## src/rtl/pc_gen_pkg.sv

```systemverilog
// Shared types and defaults for the fetch-stage program-counter generator.
package pc_gen_pkg;

    localparam int unsigned PcStageBit    = 0;
    localparam int unsigned DefXlen       = 32;
    localparam logic [31:0] DefResetVec   = 32'h0000_0000;
    localparam int unsigned DefInc        = 4;

    typedef enum logic [1:0] {
        ST_RST  = 2'd0,
        ST_BOOT = 2'd1,
        ST_RUN  = 2'd2
    } pc_state_e;

endpackage

```

## src/rtl/pc_pend_buf.sv

```systemverilog
// Holds one redirect target that arrived while fetch could not advance.
module pc_pend_buf #(
    parameter int unsigned XLEN = 32
) (
    input  logic            clk,
    input  logic            rst,
    input  logic            consume,
    input  logic            trap_valid,
    input  logic [XLEN-1:0] trap_target,
    input  logic            redirect_valid,
    input  logic [XLEN-1:0] redirect_target,
    output logic            valid,
    output logic [XLEN-1:0] target
);

    logic is_trap;

    // A trap always replaces the entry; a redirect may not displace a held trap.
    always_ff @(posedge clk) begin
        if (rst) begin
            valid   <= 1'b0;
            is_trap <= 1'b0;
            target  <= '0;
        end else if (consume) begin
            valid   <= 1'b0;
            is_trap <= 1'b0;
        end else if (trap_valid) begin
            valid   <= 1'b1;
            is_trap <= 1'b1;
            target  <= trap_target;
        end else if (redirect_valid && !(valid && is_trap)) begin
            valid   <= 1'b1;
            is_trap <= 1'b0;
            target  <= redirect_target;
        end
    end

endmodule

```

## src/rtl/pc_gen.sv

```systemverilog
// Program-counter generator: sequential fetch, stall hold, redirect/trap
// steering with a one-entry pending buffer for redirects seen during stalls.
module pc_gen
    import pc_gen_pkg::*;
#(
    parameter int unsigned            XLEN      = DefXlen,
    parameter logic [XLEN-1:0]        RESET_VEC = XLEN'(DefResetVec),
    parameter int unsigned            STALL_W   = 6,
    parameter int unsigned            INC       = DefInc
) (
    input  logic               clk,
    input  logic               rst,
    input  logic [STALL_W-1:0] stall,
    input  logic               redirect_valid,
    input  logic [XLEN-1:0]    redirect_pc,
    input  logic               trap_valid,
    input  logic [XLEN-1:0]    trap_vec,
    input  logic               req_ready,
    output logic [XLEN-1:0]    pc,
    output logic               ce,
    output logic               pend_valid,
    output logic               misalign
);

    localparam logic [XLEN-1:0] LowMask = XLEN'(INC - 1);
    localparam logic [XLEN-1:0] Step    = XLEN'(INC);

    pc_state_e       state_q;
    pc_state_e       state_d;
    logic            active;
    logic            adv;
    logic [XLEN-1:0] trap_al;
    logic [XLEN-1:0] redir_al;
    logic            trap_low;
    logic            redir_low;
    logic [XLEN-1:0] pend_target;
    logic [XLEN-1:0] next_pc;
    logic            unused_stall;

    assign unused_stall = ^stall;

    assign trap_al   = trap_vec & ~LowMask;
    assign redir_al  = redirect_pc & ~LowMask;
    assign trap_low  = |(trap_vec & LowMask);
    assign redir_low = |(redirect_pc & LowMask);

    always_comb begin
        state_d = state_q;
        ce      = 1'b0;
        active  = 1'b0;
        case (state_q)
            ST_RST:  state_d = ST_BOOT;
            ST_BOOT: begin
                state_d = ST_RUN;
                active  = 1'b1;
            end
            ST_RUN: begin
                ce     = 1'b1;
                active = 1'b1;
            end
            default: state_d = ST_RST;
        endcase
    end

    assign adv = ce & req_ready & ~stall[PcStageBit];

    always_comb begin
        next_pc = pc + Step;
        if (trap_valid) begin
            next_pc = trap_al;
        end else if (redirect_valid) begin
            next_pc = redir_al;
        end else if (pend_valid) begin
            next_pc = pend_target;
        end
    end

    always_ff @(posedge clk) begin
        if (rst) begin
            state_q  <= ST_RST;
            pc       <= RESET_VEC;
            misalign <= 1'b0;
        end else begin
            state_q  <= state_d;
            if (adv) begin
                pc <= next_pc;
            end
            // Only the target that actually wins arbitration can flag misalignment.
            misalign <= active & (trap_valid ? trap_low : (redirect_valid & redir_low));
        end
    end

    pc_pend_buf #(
        .XLEN(XLEN)
    ) u_pend (
        .clk             (clk),
        .rst             (rst),
        .consume         (adv),
        .trap_valid      (trap_valid & active),
        .trap_target     (trap_al),
        .redirect_valid  (redirect_valid & active),
        .redirect_target (redir_al),
        .valid           (pend_valid),
        .target          (pend_target)
    );

endmodule

```

## config.mk

```make
export PLATFORM = sky130hd
export DESIGN_NAME = pc_gen
export DESIGN_NICKNAME = d
export VERILOG_FILES = /design/src/rtl/pc_gen_pkg.sv /design/src/rtl/pc_pend_buf.sv /design/src/rtl/pc_gen.sv
export SDC_FILE = /design/constraint.sdc
export NUM_CORES = 1
export LEC_CHECK = 0
export BUFFER_PORTS_ARGS = -buffer_cell sky130_fd_sc_hd__buf_2
export CAP_MARGIN = 25
export CORE_AREA = 2 2 88 98
export CTS_BUF_LIST = sky130_fd_sc_hd__clkbuf_8 sky130_fd_sc_hd__clkbuf_16
export CTS_CLUSTER_DIAMETER = 80
export DETAILED_ROUTE_END_ITERATION = 6
export DIE_AREA = 0 0 90 100
export GPL_ROUTABILITY_DRIVEN = 0
export PLACE_DENSITY_LB_ADDON = 0.15
export SLEW_MARGIN = 20
export SYNTH_ARGS = -nofsm -noshare
export SYNTH_HDL_FRONTEND = slang
export SYNTH_SLANG_ARGS = --single-unit
```

## constraint.sdc

```tcl
create_clock -name clk -period 2.5 [get_ports clk]
set_input_delay 0.25 -clock clk [delete_from_list [all_inputs] [get_ports clk]]
set_output_delay 0.25 -clock clk [all_outputs]
set_load 0.01 [all_outputs]
```

==> metrics.txt, run 1 <==
highest ir drop seen on vdd=0.395 mV; number of max-slew violations in the final report=0; via count of the first global-routing pass=4,665; global-route wire length before repair=23,100 um; Final #Nets=748; setup repair after global routing missed its margin=false; max-capacitance violation count=0; Fill cells=800; Synth Register Bits=65; Num CTS Buffers=9; data required time at the worst endpoint=2740 ps; family with the most delay on the worst path=simple AND/OR/NAND/NOR gates; global routing usage summed across all routing layers=31.4%; clock skew after layout=12.0 ps; Pleak=2.07 nW; Post-Synthesis Mean Instance Area=7.23 um2; clock-pin transition on the worst setup and hold timing paths=80 ps; launch instance of the worst min-delay path=redirect_pc[28]; number of instances on the worst hold path=3; horizontal die dimension=90 um; transition at the pin with the smallest max-transition slack=696 ps; worst path buffer plus inverter count=0; beginning of the worst register-to-register path=pc[6]$_SDFFE_PP0P_; Setup crit end kind=register; clock insertion delay at the later pin of the skew report=360 ps; Final TNS setup=0 ps; final antenna-violating net count=0; EDFF count, synth=0; Min Hold Slack=168 ps; category of the critical setup timing path=reg2reg; maximum level of the CTS H-tree=3; arrival time at the worst endpoint=2560 ps; result of the run=complete, no violations; Std-Cell Rows=35; Routed WL=14,400 um; count of final hold-check violations=0; via density per instance=6.34; Die H=100 um; area of the mapped netlist=4200 um2; placed wire-length estimate after detailed placement=10,100 um; antenna cell count=0; reg2reg setup slack=190 ps; type of the most critical hold path=in2reg; DRT Pass-1 Iters=6; CTS root buf=clkbuf_8; TritonCTS Sinks=65; Worst R2R Path Depth=5; TritonCTS clock tree=built; Most used DFF post-synth=dfxtp_1; number of gates given a new drive strength after cts=0; tightest slew margin relative to the limit=53.4%; ratio of final minimum period to clock period=92.5%; worst-case hold path end point=u_pend.target[28]$_SDFFE_PP0P_; Initial Utilization=51.6%; placed cell area=4920 um2; number of distinct library cells after synthesis=60; routed len/inst=18.3 um; Area Overhead vs Synth=22.0%; crit-path max FO=6; post-synthesis async set-or-reset flop share=0%; number of synthesis warnings=0; routed via count=4,973; buffers inserted during post-CTS setup optimization=0; cell chain of the critical path=nand4_4 > or4_1 > or3_4 > a41o_1 > a32o_1; post-route cell area=5130 um2; Remaining Overflow, GRT=0; hold buffer count at CTS=0; total of buffers placed on input and output ports=102; cell count after synthesis=581; share of the yosys chip area belonging to registers=31.0%; largest stage delay on the critical path=670 ps; number of setup violations in the final report=0; Core ar.=8150 um2; Slowest-stage cell, CP=or4_1; layout cell share with drive strength beyond 1=23.3%; post-route total power=3.09 mW; post-detailed-route DRC marker count=0; FMAX=432 MHz; worst reg2reg path endpoint=pc[22]$_SDFFE_PP0P_; die footprint=9000 um2; total power divided by cell area=602 nW/um2; number of placed I/O pins=110; Startpoint Class=register; crit path time final=2310 ps; antenna violations before repair=0; maximum number of buffers from clock root to sink=2; largest net degree at the start of global routing=41; DRC marker count from the first detailed-route iteration=367
layout by cell type, fill, tap and decap left out, types with 6 or more instances in the layout:
cell type  synthesis  routed
a211oi_1           7       7
a21oi_1           35      35
a311oi_1          32      32
and3_1            10      10
buf_2              2     102
buf_4              2      27
clkbuf_8           0      12
dfxtp_1           65      65
inv_1              9      11
mux2i_1            6       6
nand2_1           80      80
nand2b_1           9       9
nand3_1           41      41
nand4_1            9       9
nor2_1            47      47
nor3_1            16      15
nor4_1             9       9
o211ai_1           8       8
o21ai_0           42      42
o22ai_1           10      10
o31ai_1           12      12
xor2_1             7       7
cell usage after synthesis (all sizes together), types with 4 or more instances:
cell	number	area [um2]
a2111oi	4	35.0
a211oi	7	52.6
a21oi	35	175
a311oi	32	280
a31oi	4	25.0
and2	4	25.0
and3	10	62.6
buf	9	43.8
clkbuf	48	180
dfxtp	65	1300
ha	4	50.1
inv	10	37.5
mux2i	6	60.1
nand2	80	300
nand2b	9	56.3
nand3	41	205
nand4	10	77.6
nor2	47	176
nor2b	4	25.0
nor3	16	80.1
nor4	9	56.3
o211ai	8	60.1
o21ai	42	210
o22ai	10	62.6
o31ai	13	103
or3	5	36.3
xor2	7	61.3
per-stage QoR:
| stage | instances | utilization [%] | worst slack, ps |
|---|---|---|---|
| floorplan | 582 | - | 251 |
| global placement | 769 | 60.4 | 266 |
| detailed placement | 769 | 60.4 | 217 |
| CTS | 785 | 62.9 | 202 |
| global route | 785 | 62.9 | 26.3 |
| finish | 785 | 62.9 | 187 |
power by group:
part / internal, mW / switching (mW) / leakage [nW]
Combinational: 0.340 / 0.541 / 1.42
Sequential: 1.16 / 0.0842 / 0.531
Clock: 0.534 / 0.429 / 0.115
Total: 2.03 / 1.05 / 2.07
worst max-delay path by stage:
stage,slack (ps),startpoint,cells after the start,to
detailed placement,220,pc[6]$_SDFFE_PP0P_,5,pc[22]$_SDFFE_PP0P_
CTS,200,pc[6]$_SDFFE_PP0P_,5,pc[22]$_SDFFE_PP0P_
floorplan,250,pc[5]$_SDFFE_PP0P_,6,pc[22]$_SDFFE_PP0P_
global placement,270,pc[6]$_SDFFE_PP0P_,6,pc[23]$_SDFFE_PP0P_
finish,190,pc[6]$_SDFFE_PP0P_,5,pc[22]$_SDFFE_PP0P_
global route,30,pc[6]$_SDFFE_PP0P_,6,pc[21]$_SDFFE_PP0P_
cells by family after synthesis:
| family | synth area share, % |
|---|---|
| compound gates | 29.9 |
| fa+ha+maj | 1.19 |
| xor+xnor | 2.08 |
| mux | 1.70 |
| flops | 31.0 |
| simple gates | 27.8 |
| other cells | 0.0893 |
| buf+inv | 6.22 |
layer usage:
metal / wire, um / GRT usage [%]
met1: 5970 / 40.3
met4: 332 / 12.7
met2: 6960 / 53.7
met5: 0 / 0
met3: 1120 / 4.50
tightest hold or removal path, cell delays in order:
cell	delay [ps]
buf_2	110
nand2_1	50
a311oi_1	80
final cells by class:
type                    count  area (um2)  area share, %
clock inverters             4        42.5          0.830
clock buffers              12         165           3.22
inverters                  10        37.5          0.732
well taps                 111         139           2.71
repair buffers            133         793           15.5
flip-flops and latches     65        1300           25.4
multi-input cells         450        2650           51.6
registers in the layout, indices dropped and copies added, names as in the netlist:
| name | count |
|---|---|
| u_pend.is_trap | 1 |
| pc | 30 |
| misalign | 1 |
| u_pend.valid | 1 |
| u_pend.target | 30 |
| state_q | 2 |
Power figures use the tool's default switching activity.
==> inputs of run 2 (changes only) <==
--- a/config.mk
+++ b/config.mk
@@ -7,11 +7,11 @@
 export LEC_CHECK = 0
 export BUFFER_PORTS_ARGS = -buffer_cell sky130_fd_sc_hd__buf_2
 export CAP_MARGIN = 25
-export CORE_AREA = 2 2 88 98
+export CORE_AREA = 2 2 92 94
 export CTS_BUF_LIST = sky130_fd_sc_hd__clkbuf_8 sky130_fd_sc_hd__clkbuf_16
 export CTS_CLUSTER_DIAMETER = 80
 export DETAILED_ROUTE_END_ITERATION = 6
-export DIE_AREA = 0 0 90 100
+export DIE_AREA = 0 0 94 96
 export GPL_ROUTABILITY_DRIVEN = 0
 export PLACE_DENSITY_LB_ADDON = 0.15
 export SLEW_MARGIN = 20
==> run 2 against run 1 <==
  * The flow now finishes with violations (DRC)
  * First-iteration DRC count rose by 77%
  * Critical path depth stayed put
  * Clock power up 2.9%
  * Highest routed layer unchanged
==> metrics.txt, run 2 (same netlist as run 1, synthesis figures left out) <==
horizontal die dimension=94 um; Worst R2R Path Depth=5; total area of multi-input combinational cells=2650 um2; final antenna-violating net count=0; leading registers by flop count=pc x30, u_pend.target x30, state_q x2; clock-pin transition on the worst setup and hold timing paths=80 ps; highest-count cells in the layout ignoring fill and taps=buf_2 (102), nand2_1 (80), dfxtp_1 (65); total of buffers placed on input and output ports=102; category of the critical setup timing path=reg2reg; clock insertion delay at the later pin of the skew report=360 ps; max-capacitance violation count=0; setup slack of the critical path after layout=198 ps; endpoint of the most critical setup path=pc[22]$_SDFFE_PP0P_; TritonCTS clock tree=built; worst setup path start=pc[7]$_SDFFE_PP0P_; antenna violations before repair=0; clock skew after layout=5.55 ps; TritonCTS Sinks=65; crit-path max FO=7; worst-case setup slack after placement=263 ps; arrival time at the worst endpoint=2550 ps; die footprint=9020 um2; beginning of the worst register-to-register path=pc[7]$_SDFFE_PP0P_; CTS root buf=clkbuf_8; Final #Nets=749; placed wire-length estimate after detailed placement=10,300 um; Std-Cell Rows=33; Final TNS setup=0 ps; global routing usage summed across all routing layers=33.7%; global-route wire length before repair=23,600 um; total power divided by cell area=606 nW/um2; buffers inserted during post-CTS setup optimization=0; tightest slew margin relative to the limit=44.9%; data required time at the worst endpoint=2750 ps; routed len/inst=18.9 um; highest ir drop seen on vdd=0.456 mV; type of the most critical hold path=in2reg; hold buffer count at CTS=0; via density per instance=6.48; Startpoint Class=register; routed via count=5,052; Fill cells=761; transition at the pin with the smallest max-transition slack=826 ps; layout cell share with drive strength beyond 1=23.6%; DRT Pass-1 Iters=7; FMAX=434 MHz; Core ar.=8050 um2; number of max-slew violations in the final report=0; Die H=96 um; via count of the first global-routing pass=4,504; maximum number of buffers from clock root to sink=2; setup repair after global routing missed its margin=false; maximum level of the CTS H-tree=3; number of setup violations in the final report=0; number of placed I/O pins=110; antenna cell count=0; crit path time final=2300 ps; Initial Utilization=52.2%; ratio of final minimum period to clock period=92.1%; most common cell after layout, fill and taps aside=buf_2; post-route total power=3.08 mW; Area Overhead vs Synth=21.2%; launch instance of the worst min-delay path=redirect_pc[9]; DRC marker count from the first detailed-route iteration=648; worst reg2reg path endpoint=pc[22]$_SDFFE_PP0P_; count of final hold-check violations=0; post-detailed-route DRC marker count=4; reg2reg setup slack=200 ps; Routed WL=14,700 um; failing checks=DRC; result of the run=finished, violations left; number of gates given a new drive strength after cts=0; Pleak=2.06 nW; storage element area=1300 um2; Num CTS Buffers=9; largest net degree at the start of global routing=47; Setup crit end kind=register; Remaining Overflow, GRT=0
-- run 2: changes by cell type in the layout (fill, tap and decap cells not counted) --
| cell | before | now |
|---|---|---|
| inv_1 | 11 | 10 |
| bufinv_16 | 1 | 2 |
| clkbuf_8 | 12 | 9 |
| buf_4 | 27 | 31 |
| clkinv_2 | 1 | 3 |
| clkinvlp_4 | 0 | 1 |
| buf_12 | 4 | 1 |
-- run 2: where the power goes --
part | internal, mW | switching [mW]
clock network | 0.552 | 0.438
registers | 1.16 | 0.0809
logic | 0.314 | 0.540
-- run 2: final cells by class --
class                           count  share of cell area (%)
Clock buffer                        9                    2.43
Clock inverter                      7                    1.70
Inverter                           10                   0.737
Multi-Input combinational cell    450                    52.0
Sequential cell                    65                    25.6
Tap cell                          105                    2.58
Timing Repair Buffer              134                    15.0
-- run 2: worst min-delay path by stage --
stage,endpoint,depth (start not counted),slack [ps]
after global placement,pc[31]$_SDFFE_PP0P_,2,450
after CTS,u_pend.target[9]$_SDFFE_PP0P_,3,170
final,u_pend.target[9]$_SDFFE_PP0P_,3,170
after floorplan,u_pend.target[10]$_SDFFE_PP0P_,2,410
after global routing,u_pend.target[7]$_SDFFE_PP0P_,3,170
after detailed placement,pc[31]$_SDFFE_PP0P_,2,460
-- run 2: through the flow --
step,cells,hold slack (ps),utilization (%),cell area [um2]
floorplan,582,412,-,4210
global placement,764,452,60.6,4880
detailed placement,764,461,60.6,4880
CTS,780,167,63.2,5090
global route,780,171,63.2,5090
finish,780,169,63.2,5090
-- run 2: critical path, cell delays in order, from the launching register on --
cell	delay (ps)
dfxtp_1	450
nand4_4	120
or4_1	690
or3_4	460
a41o_1	270
a32o_1	210
-- run 2: layer usage --
metal | share of wire (%) | GRT usage (%) | up-vias
li1 | - | - | 2341
met1 | 43 | 49.8 | 2316
met2 | 42 | 47.3 | 367
met3 | 14 | 9.63 | 28
met4 | 1.6 | 10.1 | 0
met5 | 0 | 0 | -
